### src/rtl/cw310_crypt_seq.sv
// cw310_crypt_seq: batch block-cipher sequencer with chaining, delayed capture trigger,
// progress/done reporting; optional per-block core timeout under `CRYPT_SEQ_TIMEOUT_EN`.
module cw310_crypt_seq #(
    parameter int pPT_WIDTH    = 128,
    parameter int pCT_WIDTH    = 128,
    parameter int pKEY_WIDTH   = 128,
    parameter int pBATCH_WIDTH = 16,
    parameter int pDLY_WIDTH   = 8,
    parameter int pTIMEOUT     = 1024
) (
    input  logic                    crypto_clk,
    input  logic                    resetn,
    input  logic                    start_i,
    input  logic [pBATCH_WIDTH-1:0] batch_cnt_i,
    input  logic                    chain_i,
    input  logic                    trig_all_i,
    input  logic [pDLY_WIDTH-1:0]   trig_dly_i,
    input  logic [pKEY_WIDTH-1:0]   key_i,
    input  logic [pPT_WIDTH-1:0]    text_i,
    output logic                    core_load_o,
    output logic [pKEY_WIDTH-1:0]   core_key_o,
    output logic [pPT_WIDTH-1:0]    core_text_o,
    input  logic [pCT_WIDTH-1:0]    core_ct_i,
    input  logic                    core_busy_i,
    output logic [pCT_WIDTH-1:0]    ct_o,
    output logic [pBATCH_WIDTH-1:0] blocks_done_o,
    output logic                    busy_o,
    output logic                    done_o,
    output logic                    trigger_o,
    output logic                    error_o
);
    typedef enum logic [2:0] {S_IDLE, S_LOAD, S_WAIT, S_RUN, S_DONE} state_t;

    state_t                  r_state, w_nxt;
    logic [pKEY_WIDTH-1:0]   r_key;
    logic [pPT_WIDTH-1:0]    r_text, r_work;
    logic [pCT_WIDTH-1:0]    r_ct;
    logic [pBATCH_WIDTH-1:0] r_batch, r_done_cnt, w_cnt_inc;
    logic [pDLY_WIDTH-1:0]   r_dly, r_dcnt;
    logic                    r_chain, r_trig_all, r_trig;
    logic                    w_start, w_cap, w_tmo, w_elig;

    assign w_start   = (r_state == S_IDLE) && start_i;
    assign w_cap     = (r_state == S_RUN) && !core_busy_i;
    assign w_cnt_inc = r_done_cnt + 1'b1;
    assign w_elig    = r_trig_all || (r_done_cnt == '0);

    assign core_load_o   = (r_state == S_LOAD);
    assign busy_o        = (r_state != S_IDLE);
    assign done_o        = (r_state == S_DONE);
    assign core_key_o    = r_key;
    assign core_text_o   = r_work;
    assign ct_o          = r_ct;
    assign blocks_done_o = r_done_cnt;
    assign trigger_o     = r_trig;

`ifdef CRYPT_SEQ_TIMEOUT_EN
    localparam int TW = $clog2(pTIMEOUT + 1);
    logic [TW-1:0] r_tmo;
    logic          r_err;

    assign w_tmo   = (r_state == S_WAIT || r_state == S_RUN) && !w_cap && (r_tmo == TW'(pTIMEOUT - 1));
    assign error_o = r_err;

    // per-block cycle counter restarted by each load; sticky error cleared by the next start
    always_ff @(posedge crypto_clk or negedge resetn) begin
        if (!resetn) begin
            r_tmo <= '0;
            r_err <= 1'b0;
        end else begin
            if (r_state == S_LOAD)
                r_tmo <= '0;
            else if (r_state == S_WAIT || r_state == S_RUN)
                r_tmo <= r_tmo + 1'b1;
            if (w_start)
                r_err <= 1'b0;
            else if (w_tmo)
                r_err <= 1'b1;
        end
    end
`else
    assign w_tmo   = 1'b0;
    assign error_o = 1'b0;
`endif

    // state register
    always_ff @(posedge crypto_clk or negedge resetn) begin
        if (!resetn)
            r_state <= S_IDLE;
        else
            r_state <= w_nxt;
    end

    // next state: a timeout overrides whatever the core is doing
    always_comb begin
        w_nxt = r_state;
        case (r_state)
            S_IDLE:  w_nxt = start_i ? S_LOAD : S_IDLE;
            S_LOAD:  w_nxt = S_WAIT;
            S_WAIT:  w_nxt = core_busy_i ? S_RUN : S_WAIT;
            S_RUN:   w_nxt = core_busy_i ? S_RUN : (w_cnt_inc == r_batch ? S_DONE : S_LOAD);
            default: w_nxt = S_IDLE;
        endcase
        if (w_tmo)
            w_nxt = S_DONE;
    end

    // batch setup at start, ciphertext capture and next-plaintext selection per block
    always_ff @(posedge crypto_clk or negedge resetn) begin
        if (!resetn) begin
            r_key      <= '0;
            r_text     <= '0;
            r_work     <= '0;
            r_ct       <= '0;
            r_batch    <= '0;
            r_done_cnt <= '0;
            r_chain    <= 1'b0;
            r_trig_all <= 1'b0;
            r_dly      <= '0;
        end else if (w_start) begin
            r_key      <= key_i;
            r_text     <= text_i;
            r_work     <= text_i;
            r_batch    <= (batch_cnt_i == '0) ? pBATCH_WIDTH'(1) : batch_cnt_i;
            r_done_cnt <= '0;
            r_chain    <= chain_i;
            r_trig_all <= trig_all_i;
            r_dly      <= trig_dly_i;
        end else if (w_cap) begin
            r_ct       <= core_ct_i;
            r_done_cnt <= w_cnt_inc;
            if (w_cnt_inc != r_batch)
                r_work <= r_chain ? pPT_WIDTH'(core_ct_i) : r_text;
        end
    end

    // trigger: counts cycles since load; a block that finishes before the delay never fires
    always_ff @(posedge crypto_clk or negedge resetn) begin
        if (!resetn) begin
            r_dcnt <= '0;
            r_trig <= 1'b0;
        end else if (r_state == S_LOAD) begin
            r_dcnt <= pDLY_WIDTH'(1);
            if (r_dly == '0 && w_elig)
                r_trig <= 1'b1;
        end else if (w_cap || w_tmo) begin
            r_trig <= 1'b0;
        end else if (r_state == S_WAIT || r_state == S_RUN) begin
            if (r_dcnt != '1)
                r_dcnt <= r_dcnt + 1'b1;
            if (r_dcnt == r_dly && w_elig)
                r_trig <= 1'b1;
        end
    end
endmodule

### config.mk
export PLATFORM = sky130hd
export DESIGN_NAME = cw310_crypt_seq
export DESIGN_NICKNAME = d
export VERILOG_FILES = /design/src/rtl/cw310_crypt_seq.sv
export SDC_FILE = /design/constraint.sdc
export NUM_CORES = 1
export LEC_CHECK = 0
export BUFFER_PORTS_ARGS = -buffer_cell sky130_fd_sc_hd__buf_4
export CAP_MARGIN = 25
export CELL_PAD_IN_SITES_DETAIL_PLACEMENT = 1
export CELL_PAD_IN_SITES_GLOBAL_PLACEMENT = 1
export CORE_AREA = 5 5 317 319
export CTS_BUF_LIST = sky130_fd_sc_hd__clkbuf_8
export DETAILED_ROUTE_END_ITERATION = 8
export DIE_AREA = 0 0 322 324
export PLACE_DENSITY_LB_ADDON = 0.25
export SLEW_MARGIN = 20
export SYNTH_ARGS = -nofsm -noshare
export SYNTH_HDL_FRONTEND = slang
export SYNTH_SLANG_ARGS = --single-unit
### constraint.sdc
create_clock -name crypto_clk -period 5.1 [get_ports crypto_clk]
set_input_delay 1.02 -clock crypto_clk [delete_from_list [all_inputs] [get_ports crypto_clk]]
set_output_delay 1.02 -clock crypto_clk [all_outputs]
set_load 0.01 [all_outputs]
== After elaboration in Yosys (flattened, before gate mapping) ==
Index checks and enable logic that the tools add are counted.

* Output and inout port bits: 405
* Memories kept: 0
* Input bits: 414
* RAM bits: 0
* Logic and storage cells: 68
* Register bits: 566
* Memory bits (read-only): 0
* Bits in latches: 0

* Eq/ne operators: 10
* Shift operators: 0
* Muxes and demuxes: 21
* Add/sub/neg operators: 2
* Multipliers: 0
* Bitwise logic cells: 1
* Magnitude comparators: 0
* Reductions and logical operators: 22
* Div/mod/pow operators: 0

{| class="wikitable"
|+ Operators by type and width
! cell !! number
|-
| 128-bit two-way mux || 4
|-
| 16-bit two-way mux || 3
|-
| 16-bit logical NOT || 2
|-
| 8-bit two-way mux || 4
|-
| 16-bit by 1-bit adder with 16-bit output, second input constant || 1
|-
| 16-bit equality test || 1
|-
| 16-bit != test || 1
|-
| 3-bit one-hot mux with 4 select lines || 1
|-
| 3-bit nonzero test || 3
|-
| 8-bit by 1-bit adder with 8-bit output, second input constant || 1
|-
| 8-bit equality test || 1
|-
| 8-bit logical NOT || 1
|-
| 8-bit != test, second input constant || 1
|-
| 2-bit nonzero test || 4
|-
| 1-bit two-way mux || 7
|-
| 3-bit by 2-bit equality test with 1-bit output, second input constant || 2
|-
| 3-bit two-way mux || 2
|-
| 3-bit AND reduction || 2
|-
| 1-bit logical AND || 4
|-
| 2-bit AND reduction || 2
|-
| 3-bit by 1-bit equality test with 1-bit output, second input constant || 1
|-
| 3-bit equality test, second input constant || 1
|-
| 3-bit logical NOT || 1
|-
| 1-bit logical OR || 2
|-
| other kinds (4) || 4
|}

== Longest topological paths before layout ==
* Word-level depth: 7
* Mapped depth: 11
* Depth with buffers taken out: 9

== Worst setup path after synthesis ==
No wires, ideal clock.

* Path kind: reg-to-reg
* From: register r_done_cnt[2], in the netlist blocks_done_o[2]
* To: register r_work[100], in the netlist core_text_o[100]
* Data required time: 4.974 ns
* Cell stages (with the launch flop): 12
* Library setup time: 0.126 ns
* Clock period less this slack: 2.764 ns
* Data arrival time: 2.638 ns
* Slack: 2.336 ns
* Buffers on the path: 4
* Cell sequence: dfrtp_1 -> buf_4 -> nand3_2 -> buf_6 -> o21a_1 -> or4_1 -> a211oi_2 -> o2111ai_2 -> and2_4 -> buf_6 -> buf_6 -> a221o_1

* Word-level cells in the longest chain between the ends: 4

{| class="wikitable"
|+ Ends and longest elaborated chain
! item !! line !! RTL
|-
| start, declared || 38 || <nowiki>logic [pBATCH_WIDTH-1:0] r_batch, r_done_cnt, w_cnt_inc;</nowiki>
|-
| start signal, assigned || 131 || <nowiki>r_done_cnt <= w_cnt_inc;</nowiki>
|-
| 16-bit by 1-bit adder with 16-bit output || 45 || <nowiki>assign w_cnt_inc = r_done_cnt + 1'b1;</nowiki>
|-
| 16-bit != test || 132 || <nowiki>if (w_cnt_inc != r_batch)</nowiki>
|-
| 2-bit nonzero test (no line) || - ||
|-
| 2-bit AND reduction (no line) || - ||
|-
| end signal, assigned || 123 || <nowiki>r_work <= text_i;</nowiki>
|-
| end signal, assigned || 133 || <nowiki>r_work <= r_chain ? pPT_WIDTH'(core_ct_i) : r_text;</nowiki>
|-
| end, declared || 36 || <nowiki>logic [pPT_WIDTH-1:0] r_text, r_work;</nowiki>
|}

Every way passes these cells.
A chain may end at the register's enable or synchronous reset.

== Worst setup path in the final report ==
* From: register r_done_cnt[2], in the netlist blocks_done_o[2]
* To: register r_work[10], in the netlist core_text_o[10]

Same word-level chain as after synthesis.

==> flow_summary_export.csv <==
group,metric,value,unit
synthesis,yosysSeqAreaShare,59.1,%
critical_path,critical_path.endpoint_type,"flip-flop",
power,p_per_area,617,mW/mm2
clock_tree,clk_pin_slew,0.06,ns
finish,fill_cells,11200,
synthesis,synth_area,0.0240,mm2
critical_path,max_stage_delay,0.67,ns
place,place_congestion,0.759,
critical_path,crit_required,5.73,ns
clock_tree,clk_latency,0.74,ns
route,drt_wl_total,99900,um
clock_tree,cts_tree,"done",
finish,nets,3513,
critical_path,cp_num_buf_inv,1,
sta,worst_pin_slew,0.986,ns
global_route,first_global_vias,22100,
finish,areaGrowthSynthToFinish,40.5,%
run_status,outcome,"finished clean",
route,ant_nets,0,
place,post_dp_cell_area,0.0314,mm2
critical_path,worst_path_max_delay_cell,"buf_4",
sta,hold_violations,0,
sta,min_period,3.71,ns
critical_path,critPathLaunchType,"flip-flop",
global_route,grt_overflow,0,
die,initial_core_util,24.6,%
critical_path,critical-path-top-delay-family,"compound AO/OA/AOI/OAI gates",
clock_tree,root_buffer,"clkbuf_8",
clock_tree,ctsResizeCount,0,
synthesis,synth_top_area_cell,"dfrtp_1",
sta,slew_headroom,34.3,%
synthesis,yosys-top-cells-count,"nand2_1 (867), dfrtp_1 (566), and3_1 (130)",
route,wl_per_cell,22.3,um
clock_tree,cts_setup_buffers,0,
clock_tree,cts.sinks,566,
sta,finalCritPeriodShare,72.7,%
place,dp.cells,4275,
route,via_per_inst,4.57,
critical_path,path_max_fanout,60,
finish,utilization,34.5,%
critical_path,ff2ff_setup_slack,1.39,ns
synthesis,ys_async_sr_fraction,100,%
die,core,0.0976,mm2
die,row_count,115,
die,die_area,0.104,mm2
clock_tree,tritoncts.num_buffers,106,
global_route,grt_max_degree,156,
synthesis,synth_top_area_share,59.1,%
die,die_x,322,um
synthesis,ys_warn_count,0,
sta,final.setup.worst_slack,1.39,ns
sta,maxSlewViolCount,0,
finish,final_cell_area,0.0337,mm2
critical_path,cp_data_arrival_time,4.34,ns
route,drcViolationCount,0,
critical_path,crit_type,"reg2reg",
place,place_ws,1.38,ns
place,hpwl,70700,um
place,port_buffers,817,
flow_run,drv_cap,0,
global_route,antenna_found_initial,15,
clock_tree,clockBufferDepth,3,
sta,max_freq,0.270,GHz
sta,rsz0062_at_grt,"false",
synthesis,synth_area_leaders,"dfrtp_1 (59%), nand2_1 (14%), mux2_2 (6.0%), a221o_1 (5.3%), a21o_1 (4.0%)",
die,die_h,324,um
synthesis,syn_area_per_cell,10.4,um2
global_route,grtUsageTotal,18.3,%
route,vias,20500,
finish,final_cells,4483,
critical_path,crit_chain,"nand3_2 > nor4_4 > nand4_1 > a2111oi_2 > o2111ai_2 > a21oi_4 > buf_4 > a221o_1",
sta,setup_tns,0,ns
clock_tree,cts.htree.levels,3,
synthesis,synth_flop_cell,"dfrtp_1",
route,drt_iter0_drc,1004,
route,dr.pass1.iters,5,
worst_hold_path,min_path_type,"in2async",
clock_tree,ctsHoldBuffers,0,
synthesis,synth_enable_flop_cells,0,
finish,drive_above_1_share,36.3,%
synthesis,synthCells,2307,
global_route,grt_pass1_wl,147000,um
sta,setup_viol,0,
synthesis,synth.distinct_cells,54,
synthesis,ys_ff_latch,566,
power,p_leak,0.0184,uW
synthesis,synth_most_common_cell,"nand2_1",
synthesis,synth_nets,2724,
sta,finalClockSkew,0.0481,ns
die,ioPinCount,819,
power,ir_worst_vdd,0.000344,V
==> placed cells by master (no fill, tap or decap), drive strengths merged, types with 3 or more instances in the layout <==
cell type / Yosys / layout
nand3: 14 / 14
and2: 5 / 5
diode: 0 / 15
clkbuf: 123 / 139
clkinv: 0 / 17
nor2: 27 / 27
nor4: 13 / 13
a41oi: 3 / 3
o31ai: 3 / 3
a21o: 128 / 128
nand4: 9 / 9
ha: 3 / 3
xor2: 18 / 18
xnor2: 14 / 14
a221o: 128 / 128
nor2b: 4 / 4
bufinv: 0 / 3
nand2: 868 / 868
and3: 130 / 130
o21a: 3 / 3
buf: 43 / 847
o21ai: 30 / 30
dfrtp: 566 / 566
a21oi: 7 / 7
inv: 6 / 38
nor3: 8 / 8
mux2: 128 / 128
==> layout make-up <==
cell class / instances / area (um2) / share of cell area, %
multi-input cells: 1569 / 9040 / 26.9
flip-flops and latches: 566 / 14200 / 42.1
inverters: 6 / 22.5 / 0.0669
clock inverters: 54 / 334 / 0.992
clock buffers: 139 / 1910 / 5.68
well taps: 1287 / 1610 / 4.78
diodes: 15 / 37.5 / 0.112
repair buffers: 847 / 6540 / 19.4
==> worst reg2reg max path, delay by kind of cell, from the launching register on <==
kind | cells | cell delay [ns]
AO/OA/AOI/OAI | 4 | 1.40
buffers and inverters | 1 | 0.67
flip-flops | 1 | 0.53
AND/OR/NAND/NOR | 3 | 1.00
==> report_power, final <==
part | internal (uW) | switching (uW)
clock network | 2590 | 2090
registers | 6500 | 1270
logic | 4050 | 4270
total | 13100 | 7620
==> per-layer routing <==
| metal | vias to the layer above | part of all wire (%) | GRT usage (%) |
|---|---|---|---|
| met2 | 704 | 47 | 29.7 |
| met5 | - | 0.013 | 0 |
| met3 | 146 | 8.8 | 6.82 |
| li1 | 9426 | - | - |
| met4 | 2 | 2.7 | 6.19 |
| met1 | 10200 | 41 | 22.7 |
==> through the flow <==
step	hold slack, ns	power [uW]
after detailed placement	0.462	16300
after global routing	0.214	22200
final	0.262	20800
after floorplan	0.445	12000
after CTS	0.190	21200
after global placement	0.454	16100
==> worst paths after layout <==
kind                                  startpoint               to  depth (start not counted)
worst max-delay path            blocks_done_o[2]  core_text_o[10]                          8
worst min-delay path                      resetn         ct_o[46]                          1
worst max register to register  blocks_done_o[2]  core_text_o[10]                          8
worst min register to register       r_text[116]      r_text[116]                          1
max in group asynchronous                 resetn        ct_o[104]                          3
min in group crypto_clk                key_i[22]   core_key_o[22]                          3
==> logic make-up after synthesis <==
logic type / count (synthesis) / share of synthesized area [%]
compound gates: 315 / 10.9
buf+inv: 172 / 3.32
xor+xnor: 32 / 1.17
flops: 566 / 59.1
fa+ha+maj: 3 / 0.157
mux: 129 / 6.06
other cells: 1 / 0.0156
simple gates: 1089 / 19.2
==> flip-flops by register name, indices dropped and copies added (netlist names), 8 cells and up <==
signal,cells
core_text_o,128
r_dly,8
blocks_done_o,16
core_key_o,128
ct_o,128
r_dcnt,8
r_text,128
r_batch,16
Note: power is estimated with default switching activity, not from simulation.
